--- src/rtl/seven_seg_pkg.sv ---
// ----------------------------------------------------------------------------
// seven_seg_pkg
// Shared definitions for the seven-segment anode scanner:
//   phase_e           BLANK/DRIVE phase encoding of a digit slot
//   DEF_DIV           default clock cycles per digit slot
//   DEF_BLANK_CYCLES  default anti-ghosting blank cycles per slot
//   clog2()           ceiling log2, never less than 1 bit
// ----------------------------------------------------------------------------
package seven_seg_pkg;

    typedef enum logic {
        PH_BLANK = 1'b0,
        PH_DRIVE = 1'b1
    } phase_e;

    localparam int DEF_DIV          = 100000;
    localparam int DEF_BLANK_CYCLES = 16;

    // Minimum of 1 so that counters and indices always have a real bit.
    function automatic int clog2(input int value);
        int result;
        result = 1;
        while ((1 << result) < value) begin
            result++;
        end
        return result;
    endfunction

endpackage

--- src/rtl/seven_seg_slot_timer.sv ---
// ----------------------------------------------------------------------------
// seven_seg_slot_timer
// Per-slot cycle counter and BLANK/DRIVE phase tracker for the anode scanner.
//
// cnt_q is a look-ahead pointer: it holds the in-slot cycle number that the
// registered outputs of the parent will show after the next enabled edge.
// phase_q is the phase belonging to cnt_q, so the parent can decode the next
// anode value straight from flops.
//
// Ports:
//   clk_i         system clock
//   reset_i       synchronous, active-high reset
//   enable_i      1 = advance, 0 = hold cnt and phase
//   slot_first_o  enabled edge that presents cycle 0 of a slot
//   slot_wrap_o   enabled edge that presents the last cycle of a slot
//   phase_o       phase of the cycle presented on the next enabled edge
//
// phase    | meaning
// ---------+-------------------------------------------------------------
// PH_BLANK | cnt < BLANK_CYCLES, all anodes forced inactive
// PH_DRIVE | BLANK_CYCLES <= cnt <= DIV-1, selected anode may be driven
// ----------------------------------------------------------------------------
module seven_seg_slot_timer
    import seven_seg_pkg::*;
#(
    parameter int DIV          = DEF_DIV,
    parameter int BLANK_CYCLES = DEF_BLANK_CYCLES
) (
    input  logic   clk_i,
    input  logic   reset_i,
    input  logic   enable_i,
    output logic   slot_first_o,
    output logic   slot_wrap_o,
    output phase_e phase_o
);

    localparam int              CW       = clog2(DIV);
    localparam logic [CW-1:0]   CNT_LAST = CW'(DIV - 1);
    localparam phase_e          PH_RST   = (BLANK_CYCLES > 0) ? PH_BLANK : PH_DRIVE;

    logic [CW-1:0] cnt_q, cnt_d;
    phase_e        phase_q, phase_d;
    logic          blank_hit;

    always_comb begin
        cnt_d = cnt_q;
        if (enable_i) begin
            cnt_d = (cnt_q == CNT_LAST) ? '0 : cnt_q + CW'(1);
        end
    end

    // With no blanking the compare would be constant-false; keep it out.
    generate
        if (BLANK_CYCLES == 0) begin : g_no_blank
            assign blank_hit = 1'b0;
        end else begin : g_blank
            assign blank_hit = (cnt_d < CW'(BLANK_CYCLES));
        end
    endgenerate

    always_comb begin
        phase_d = phase_q;
        if (enable_i) begin
            phase_d = blank_hit ? PH_BLANK : PH_DRIVE;
        end
    end

    always_ff @(posedge clk_i) begin
        if (reset_i) begin
            cnt_q   <= '0;
            phase_q <= PH_RST;
        end else begin
            cnt_q   <= cnt_d;
            phase_q <= phase_d;
        end
    end

    assign slot_first_o = enable_i && (cnt_q == '0);
    assign slot_wrap_o  = enable_i && (cnt_q == CNT_LAST);
    assign phase_o      = phase_q;

endmodule

--- src/rtl/seven_seg_scan_ctrl.sv ---
// ----------------------------------------------------------------------------
// seven_seg_scan_ctrl
// Multiplexed seven-segment anode scanner with configurable digit count,
// dwell time, anti-ghosting blanking, per-digit mask, run/hold and anode
// polarity. All outputs are registered; next values are decoded from the
// look-ahead slot timer and idx_q.
//
// Ports:
//   clk         system clock
//   reset       synchronous, active-high reset
//   enable      1 = scan runs, 0 = hold position with all anodes inactive
//   digit_en    per-digit enable mask, sampled at each slot boundary
//   anode       digit drive, at most one active
//   digit_sel   index of the digit whose slot is being shown
//   slot_start  one-cycle pulse on the first cycle of each slot
// ----------------------------------------------------------------------------
module seven_seg_scan_ctrl
    import seven_seg_pkg::*;
#(
    parameter int NUM_DIGITS       = 4,
    parameter int DIV              = DEF_DIV,
    parameter int BLANK_CYCLES     = DEF_BLANK_CYCLES,
    parameter int ANODE_ACTIVE_LOW = 1
) (
    input  logic                          clk,
    input  logic                          reset,
    input  logic                          enable,
    input  logic [NUM_DIGITS-1:0]         digit_en,
    output logic [NUM_DIGITS-1:0]         anode,
    output logic [clog2(NUM_DIGITS)-1:0]  digit_sel,
    output logic                          slot_start
);

    localparam int                    SW        = clog2(NUM_DIGITS);
    localparam logic [SW-1:0]         IDX_LAST  = SW'(NUM_DIGITS - 1);
    localparam logic [NUM_DIGITS-1:0] ANODE_OFF = {NUM_DIGITS{ANODE_ACTIVE_LOW != 0}};

    logic   slot_first;
    logic   slot_wrap;
    phase_e phase;

    seven_seg_slot_timer #(
        .DIV          (DIV),
        .BLANK_CYCLES (BLANK_CYCLES)
    ) u_slot_timer (
        .clk_i        (clk),
        .reset_i      (reset),
        .enable_i     (enable),
        .slot_first_o (slot_first),
        .slot_wrap_o  (slot_wrap),
        .phase_o      (phase)
    );

    // idx_q follows the look-ahead timer: after the last cycle of a slot is
    // presented it already points at the next digit, while sel_q still shows
    // the digit on the pins.
    logic [SW-1:0]         idx_q, idx_d;
    logic [NUM_DIGITS-1:0] en_lat_q, en_lat_d;
    logic [NUM_DIGITS-1:0] anode_q, anode_d;
    logic [SW-1:0]         sel_q, sel_d;
    logic                  start_q, start_d;
    logic [NUM_DIGITS-1:0] onehot;

    always_comb begin
        idx_d    = idx_q;
        en_lat_d = en_lat_q;
        sel_d    = sel_q;
        start_d  = 1'b0;
        onehot   = '0;
        anode_d  = ANODE_OFF;
        if (enable) begin
            sel_d   = idx_q;
            start_d = slot_first;
            if ((phase == PH_DRIVE) && en_lat_q[idx_q]) begin
                onehot[idx_q] = 1'b1;
            end
            anode_d = onehot ^ ANODE_OFF;
            // The mask for the following slot is captured as the current one ends.
            if (slot_wrap) begin
                idx_d    = (idx_q == IDX_LAST) ? '0 : idx_q + SW'(1);
                en_lat_d = digit_en;
            end
        end
    end

    always_ff @(posedge clk) begin
        if (reset) begin
            idx_q    <= '0;
            en_lat_q <= '1;
            anode_q  <= ANODE_OFF;
            sel_q    <= '0;
            start_q  <= 1'b0;
        end else begin
            idx_q    <= idx_d;
            en_lat_q <= en_lat_d;
            anode_q  <= anode_d;
            sel_q    <= sel_d;
            start_q  <= start_d;
        end
    end

    assign anode      = anode_q;
    assign digit_sel  = sel_q;
    assign slot_start = start_q;

endmodule

--- config.mk ---
export PLATFORM = sky130hd
export DESIGN_NAME = seven_seg_scan_ctrl
export DESIGN_NICKNAME = d
export VERILOG_FILES = /design/src/rtl/seven_seg_pkg.sv /design/src/rtl/seven_seg_slot_timer.sv /design/src/rtl/seven_seg_scan_ctrl.sv
export SDC_FILE = /design/constraint.sdc
export NUM_CORES = 1
export LEC_CHECK = 0
export CORE_MARGIN = 2
export CORE_UTILIZATION = 55
export CTS_CLUSTER_DIAMETER = 60
export DETAILED_ROUTE_END_ITERATION = 8
export PLACE_DENSITY = 0.8
export RECOVER_POWER = 25
export SLEW_MARGIN = 10
export SYNTH_ARGS = -nofsm -noshare
export SYNTH_HDL_FRONTEND = slang
export SYNTH_SLANG_ARGS = --single-unit
--- constraint.sdc ---
create_clock -name clk -period 5.4 [get_ports clk]
set_input_delay 1.08 -clock clk [delete_from_list [all_inputs] [get_ports clk]]
set_output_delay 1.08 -clock clk [all_outputs]
set_load 0.03 [all_outputs]
After elaboration in Yosys (flattened, before gate mapping)
Cells that the tools add are included.
- bits in registers: 31
- input port bits: 7
- output and inout bits: 7
- word-level logic and storage cells: 33
- add/sub/neg operators: 2
- magnitude comparators: 3
- equal/unequal tests: 2
- muxes and demuxes: 10
- bitwise logic cells: 2
- reductions and logical operators: 7
- operators by type and width (kind ; number):
    $mux W17 ; 2
    $add A17 B1 Y17 const B ; 1
    $eq A17 B17 Y1 const B ; 1
    $logic_not A17 Y1 ; 1
    $lt A17 B5 Y1 const B ; 1
    $mux W4 ; 2
    $logic_and A1 B1 Y1 ; 4
    $not A4 Y4 ; 1
    $lt A2 B3 Y1 const B ; 1
    $mux W1 ; 3
    $add A2 B1 Y2 const B ; 1
    $bmux W1 S2 ; 1
    $demux W1 S2 ; 1
    $eq A2 B2 Y1 const B ; 1
    $ge A2 B1 Y1 const B ; 1
    $mux W2 ; 1
    $reduce_and A2 Y1 ; 1
    $reduce_or A2 Y1 ; 1
    $not A1 Y1 ; 1

Logic depth before layout (Yosys ltp)
Gate-level depths: netlist of run 1.
- word-level depth: 7
- depth in mapped cells: 7
- gate-level depth less buffers: 6

Hierarchy
From an unflattened synthesis of run 1, not the netlist that was laid out.
- cells, all modules: 180
- area, all modules: 1682.9 um^2
- modules (own cells, without submodules) (module ; instances ; cells each ; area each (um^2) ; sequential area each (um^2)):
    seven_seg_slot_timer ; 1 ; 133 ; 1156.1 ; 360.3
    seven_seg_scan_ctrl ; 1 ; 47 ; 526.8 ; 260.2

Least setup slack after synthesis of run 1
OpenSTA, ideal clock, no wires.
- kind: input to register
- from: input port enable
- to: register u_slot_timer.phase_q, in the netlist u_slot_timer.phase_o
- library setup time: 130 ps
- arrival time: 2327 ps
- data required time: 5270 ps
- path slack: 2944 ps
- stages on the path: 6
- path buffers: 1
- cell sequence: nand4_1 -> clkbuf_1 -> o41ai_1 -> nand4_1 -> a2111oi_0 -> a21oi_1
- word-level cells in the longest chain between the ends: 3
- ends and longest elaborated chain (item ; line ; source):
    from (decl) ; seven_seg_scan_ctrl.sv:27 ; input logic enable,
    $mux W17 ; seven_seg_slot_timer.sv:47 ; if (enable_i) begin
    $lt A17 B5 Y1 ; seven_seg_slot_timer.sv:57 ; assign blank_hit = (cnt_d < CW'(BLANK_CYCLES));
    $mux W1 ; seven_seg_slot_timer.sv:64 ; phase_d = blank_hit ? PH_BLANK : PH_DRIVE;
    to (signal assigned) ; seven_seg_slot_timer.sv:74 ; phase_q <= phase_d;
    to (decl) ; seven_seg_slot_timer.sv:42 ; phase_e phase_q, phase_d;
Several ways; a longest one is shown, not always the timed one.
A chain may end at the register's enable or synchronous reset.

Final worst setup path of run 1
Same ends and word-level chain as after synthesis.

==> results of run 1 <==
==> final cells by class <==
type                    instances  area [µm²]  share of cell area (%)
multi-input cells             146         943                    50.9
flip-flops and latches         31         621                    33.5
repair buffers                 14         134                    7.22
clock buffers                   6        51.3                    2.77
well taps                      31        38.8                    2.09
clock inverters                 2        35.0                    1.89
inverters                       8        30.0                    1.62
==> cell usage after synthesis (2+ instances only) <==
library cell / count
a21oi_1: 7
xnor2_1: 7
or4_1: 3
nor2_1: 22
nand2_1: 19
buf_4: 2
nand3b_1: 5
nor4b_1: 2
nand2b_1: 3
xor2_1: 7
nor3b_1: 2
and3_1: 2
nand4_1: 9
o21ai_0: 8
a2111oi_0: 2
buf_6: 2
inv_1: 8
mux2i_1: 2
o31ai_1: 3
clkbuf_1: 8
ha_1: 6
dfxtp_1: 31
nand3_1: 11
nor4_1: 3
nor3_1: 4
or4_4: 2
==> metal layers <==
layer,GRT usage [%],routed length [µm],vias to the layer above
met5,0,0,-
met4,9.42,53,0
met3,6.77,181,6
met2,32.7,1580,51
met1,29.4,1620,675
li1,-,-,723
==> critical path: stages <==
cell	delay (ps)
dlygate4sd3_1	720
nand4_1	130
clkbuf_1	670
nor2_1	250
or4_2	590
a22oi_1	270
a21oi_1	90
==> stage by stage <==
stage	area [µm²]	std cells	worst slack (ps)	utilization (%)
2_1_floorplan	1670	198	2940	-
3_3_place_gp	1770	230	2000	62.7
3_5_place_dp	1770	230	1910	62.7
4_1_cts	1860	238	2270	65.8
5_1_grt	1850	238	1660	65.5
6_report	1850	238	1820	65.5
==> registers in the layout (all words and copies together) (netlist names) <==
| register | count |
|---|---|
| anode | 4 |
| digit_sel | 2 |
| en_lat_q | 4 |
| idx_q | 2 |
| slot_start | 1 |
| u_slot_timer.cnt_q | 17 |
| u_slot_timer.phase_o | 1 |
==> path summary, 6_finish.rpt <==
check	from	depth (start not counted)	slack [ps]	end
worst max-delay path	enable	7	1820	u_slot_timer.phase_o$_SDFFE_PP0P_
worst min-delay path	en_lat_q[1]$_SDFFE_PP1P_	2	500	en_lat_q[1]$_SDFFE_PP1P_
worst max register to register	u_slot_timer.cnt_q[0]$_SDFFE_PP0P_	7	2670	u_slot_timer.phase_o$_SDFFE_PP0P_
worst min register to register	en_lat_q[1]$_SDFFE_PP1P_	2	500	en_lat_q[1]$_SDFFE_PP1P_
==> report_power, final <==
group	switching [mW]	leakage [nW]	internal (mW)
Combinational	0.0102	0.302	0.00983
Clock	0.0817	0.0482	0.109
Sequential	0.00184	0.251	0.231
Total	0.0937	0.601	0.350
==> logic make-up after synthesis <==
family                     Yosys count  synth area share, %
muxes                                3                 2.55
AOI/OAI and AO/OA                   28                 11.6
xor gates and xnor gates            14                 7.35
buffers and inverters               21                 6.07
DFF                                 31                 37.2
adders and majority gates            6                 4.50
and+or+nand+nor                     95                 30.7
==> results.txt, run 1 <==
CP Capture Type: flop
Top_reg_cell synth: dfxtp_1
Mean Syn Cell Area: 8.43 µm²
Syn nets: 211
Share of cells above drive strength 1: 7.25%
Tightest Pin Transition: 884 ps
Global-route wire length before repair: 5.73 mm
Core Area: 2830 µm²
Fmax: 0.279 GHz
Post-CTS Hold Fix Bufs: 0
WHS: 498 ps
H-tree lvl count: 2
Yosys reg bits: 31
Nets: 219
TritonCTS clock tree: built
Slew Viols, Final: 0
Endpoints failing setup: 0
Num ports: 14
Most common cell after layout, fill and taps aside: dfxtp_1
Slew Limit Headroom: 41.0%
Register area share after synthesis: 37.2%
Total Power: 0.443 mW
Mapped cell area: 1670 µm²
Die W: 59.1 µm
Gr usage total: 22.0%
PwrDens: 239 nW/µm²
Largest area contributor in the netlist: dfxtp_1
Max-cap violation count: 0
Post-route minimum period: 3580 ps
Total congestion overflow: 0
CTS clk-pin slew, worst paths: 100 ps
Fin crit share: 66.3%
Post-synth EDFFs: 0
Final ANT Viol Nets: 0
Largest cells by area after synthesis: dfxtp_1 (37%), nor2_1 (4.9%), ha_1 (4.5%)
Initial antenna violation count: 0
Hold Path Class: flop to flop
Drt pass-1 iters: 4
Unrepaired setup endpoints after global routing: false
Worst-path fanout max: 20
Final Routed Wirelength: 3.43 mm
Most frequent cells in the layout: dfxtp_1 (31), nor2_1 (22), nand2_1 (19)
DRC Markers: 0
Synth cell types: 44
Clk_lat worst skew: 340 ps
Port bufs: 13
Synth Instances: 198
CP Launch Type: primary input
Critical path data required time: 5630 ps
WL/cell: 14.4 µm
Root buffer cell: clkbuf_4
Vias in the first global route: 1249
Critical Path AT: 3810 ps
Skew final: 6.68 ps
Routability Congestion: 0.932
Cts repair resizes: 0
Setup CP Type: primary input to flop
Final Hold Vio Count: 0
Die area: 3490 µm²
Vias per inst: 6.11
Status: complete, no violations
Clock Sink Count: 31
Area grow syn2layout: 11.0%
Synth warn: 0
Ys async rst share: 0%
Via count: 1455
Largest net degree at the start of global routing: 21
VDD IR max: 0.000210 V
Total CTS buffers: 5
Fillers: 250
Placed wire-length estimate: 2.55 mm
N_diodes: 0
Sum Neg Setup Slack: 0 ps
Clock Tree Buf Depth: 2
Iter 0 DRT Violations: 44
Leakage: 0.601 nW
Site Rows: 19
Die height: 59.1 µm
Buffers inserted by post-CTS timing repair: 0
Initial Utilization: 59.0%
Yosys top cell area share: 37.2%
No activity file was read; power rests on OpenSTA's default activity.
==> run 2, diff against run 1 <==
- CORE_UTILIZATION: 55 -> 51
- PLACE_DENSITY: 0.8 -> 0.78
- clock period: 5.4 -> 3 ns (I/O delays scaled with it)
==> results.txt, run 2 (synthesis results as in run 1) <==
Reg-to-Reg Start: u_slot_timer.cnt_q[0]$_SDFFE_PP0P_
Largest register FFs: 17 (unchanged)
Total CTS buffers: 5 (unchanged)
Fmax: 0.390 GHz
N_diodes: 0 (unchanged)
Root buffer cell: clkbuf_4
Endpoints failing setup: 0 (unchanged)
Die area: 3750 µm² (+7.3%)
Skew final: 4.85 ps (-1.83 ps)
Sum Neg Setup Slack: 0 ps (unchanged)
Site Rows: 20 (+1)
Area grow syn2layout: 11.3%
Cell breakdown of the critical path: dlygate4sd3_1 > nand4_1 > clkbuf_1 > o31ai_1 > o311ai_0 > a2111oi_0 > a21oi_1
Most frequent cells in the layout: dfxtp_1 (31), nor2_1 (22), nand2_1 (19)
Port bufs: 13 (unchanged)
Largest reg by FF count: u_slot_timer.cnt_q
Initial antenna violation count: 0 (unchanged)
Status: complete, no violations
WHS: 494 ps (-4.18 ps)
Vias in the first global route: 1306 (+4.6%)
Routability Congestion: 0.911 (-2.2%)
VDD IR max: 0.000228 V (+8.8%)
Flop2flop setup slack: 470 ps (-2200 ps)
Buffers inserted by post-CTS timing repair: 0 (unchanged)
CP Capture Type: flop
CP Launch Type: primary input
CP delay by family, top: compound AO/OA/AOI/OAI gates
Tightest Pin Transition: 759 ps (-125 ps)
Die height: 61.2 µm (+3.6%)
Post-CTS Hold Fix Bufs: 0 (unchanged)
Share of cells above drive strength 1: 8.17% (+0.93 points)
Setup CP Type: primary input to flop
Slew Limit Headroom: 49.4% (+8.3 points)
Num ports: 14 (unchanged)
Leakage: 0.597 nW (-0.60%)
Fillers: 269 (+7.6%)
Gr usage total: 21.8% (-0.13 points)
Hold Path Class: flop to flop
Total congestion overflow: 0 (unchanged)
Core Area: 3080 µm² (+8.8%)
Clock Sink Count: 31 (unchanged)
Cts repair resizes: 0 (unchanged)
Final Routed Wirelength: 3.58 mm (+4.1%)
Final Hold Vio Count: 0 (unchanged)
TritonCTS clock tree: built
Fin crit share: 85.5%
Vias per inst: 5.76 (-5.8%)
Initial Utilization: 54.2% (-4.8 points)
Slowest stage delay, CP: 550 ps (-170 ps)
Total Power: 0.706 mW (+59%)
Iter 0 DRT Violations: 64 (+45%)
Hold_sp: en_lat_q[1]$_SDFFE_PP1P_
Nets: 221 (+0.91%)
DRC Markers: 0 (unchanged)
Placed cells: 245 (+6.5%)
Slowest CP cell: dlygate4sd3_1
WL/cell: 14.2 µm (-1.7%)
Post-route insts no fill: 252 (+5.9%)
Critical Path AT: 2780 ps (-1030 ps)
Unrepaired setup endpoints after global routing: false
Max-cap violation count: 0 (unchanged)
Worst Setup SP: enable
CTS clk-pin slew, worst paths: 90 ps (about the same)
Via count: 1452 (-0.21%)
Most common cell after layout, fill and taps aside: dfxtp_1
Slew Viols, Final: 0 (unchanged)
Critical path data required time: 3210 ps (-2420 ps)
Worst-path fanout max: 16 (-20%)
Die W: 61.2 µm (+3.6%)
CP bufs+invs: 2 (unchanged)
Placed wire-length estimate: 2.56 mm (+0.59%)
Final ANT Viol Nets: 0 (unchanged)
PwrDens: 380 nW/µm² (+59%)
Global-route wire length before repair: 5.92 mm (+3.4%)
Clk_lat worst skew: 330 ps (about the same)
H-tree lvl count: 2 (unchanged)
Post-route minimum period: 2570 ps
Largest net degree at the start of global routing: 17 (-19%)
Clock Tree Buf Depth: 2 (unchanged)
Drt pass-1 iters: 4 (unchanged)
-- run 2: cell count changes in the layout (fill, tap and decap cells not counted), sizes merged --
cell,change
buf,+2
bufinv,-1
-- run 2: final timing paths --
path	to	depth (start not counted)
setup / recovery	u_slot_timer.phase_o$_SDFFE_PP0P_	7
setup reg to reg	u_slot_timer.phase_o$_SDFFE_PP0P_	7
hold / removal	en_lat_q[1]$_SDFFE_PP1P_	2
hold reg to reg	en_lat_q[1]$_SDFFE_PP1P_	2
-- run 2: layout make-up --
cell class,count,area [µm²],share of cell area (%)
multi-input cells,146,947,51.0
flip-flops and latches,31,621,33.4
repair buffers,16,149,8.01
well taps,44,55.1,2.96
clock buffers,6,51.3,2.76
inverters,8,30.0,1.62
clock inverters,1,5.00,0.269
-- run 2: metrics by stage --
step | setup WS [ps] | area, µm² | util, %
finish | 435 | 1860 | 60.4
global route | 261 | 1860 | 60.4
CTS | 652 | 1860 | 60.5
detailed placement | 283 | 1810 | 58.7
global placement | 392 | 1810 | 58.7
floorplan | 892 | 1670 | -
-- run 2: layer usage --
layer,global-route usage [%],share of wire [%],up-vias
li1,-,-,718
met1,29.0,44,679
met2,32.2,49,49
met3,5.67,5.8,6
met4,12.1,1.7,0
met5,0,0,-
-- run 2: tightest hold or removal path: stages, from the launching register on --
cell and delay [ps]:
dfxtp_1 320, o21ai_0 70, nand3b_1 70
-- run 2: power breakdown --
part	leakage (nW)	switching, mW	internal [mW]	total (mW)
clock network	0.0341	0.141	0.108	0.249
registers	0.251	0.00328	0.415	0.418
logic	0.312	0.0193	0.0187	0.0380
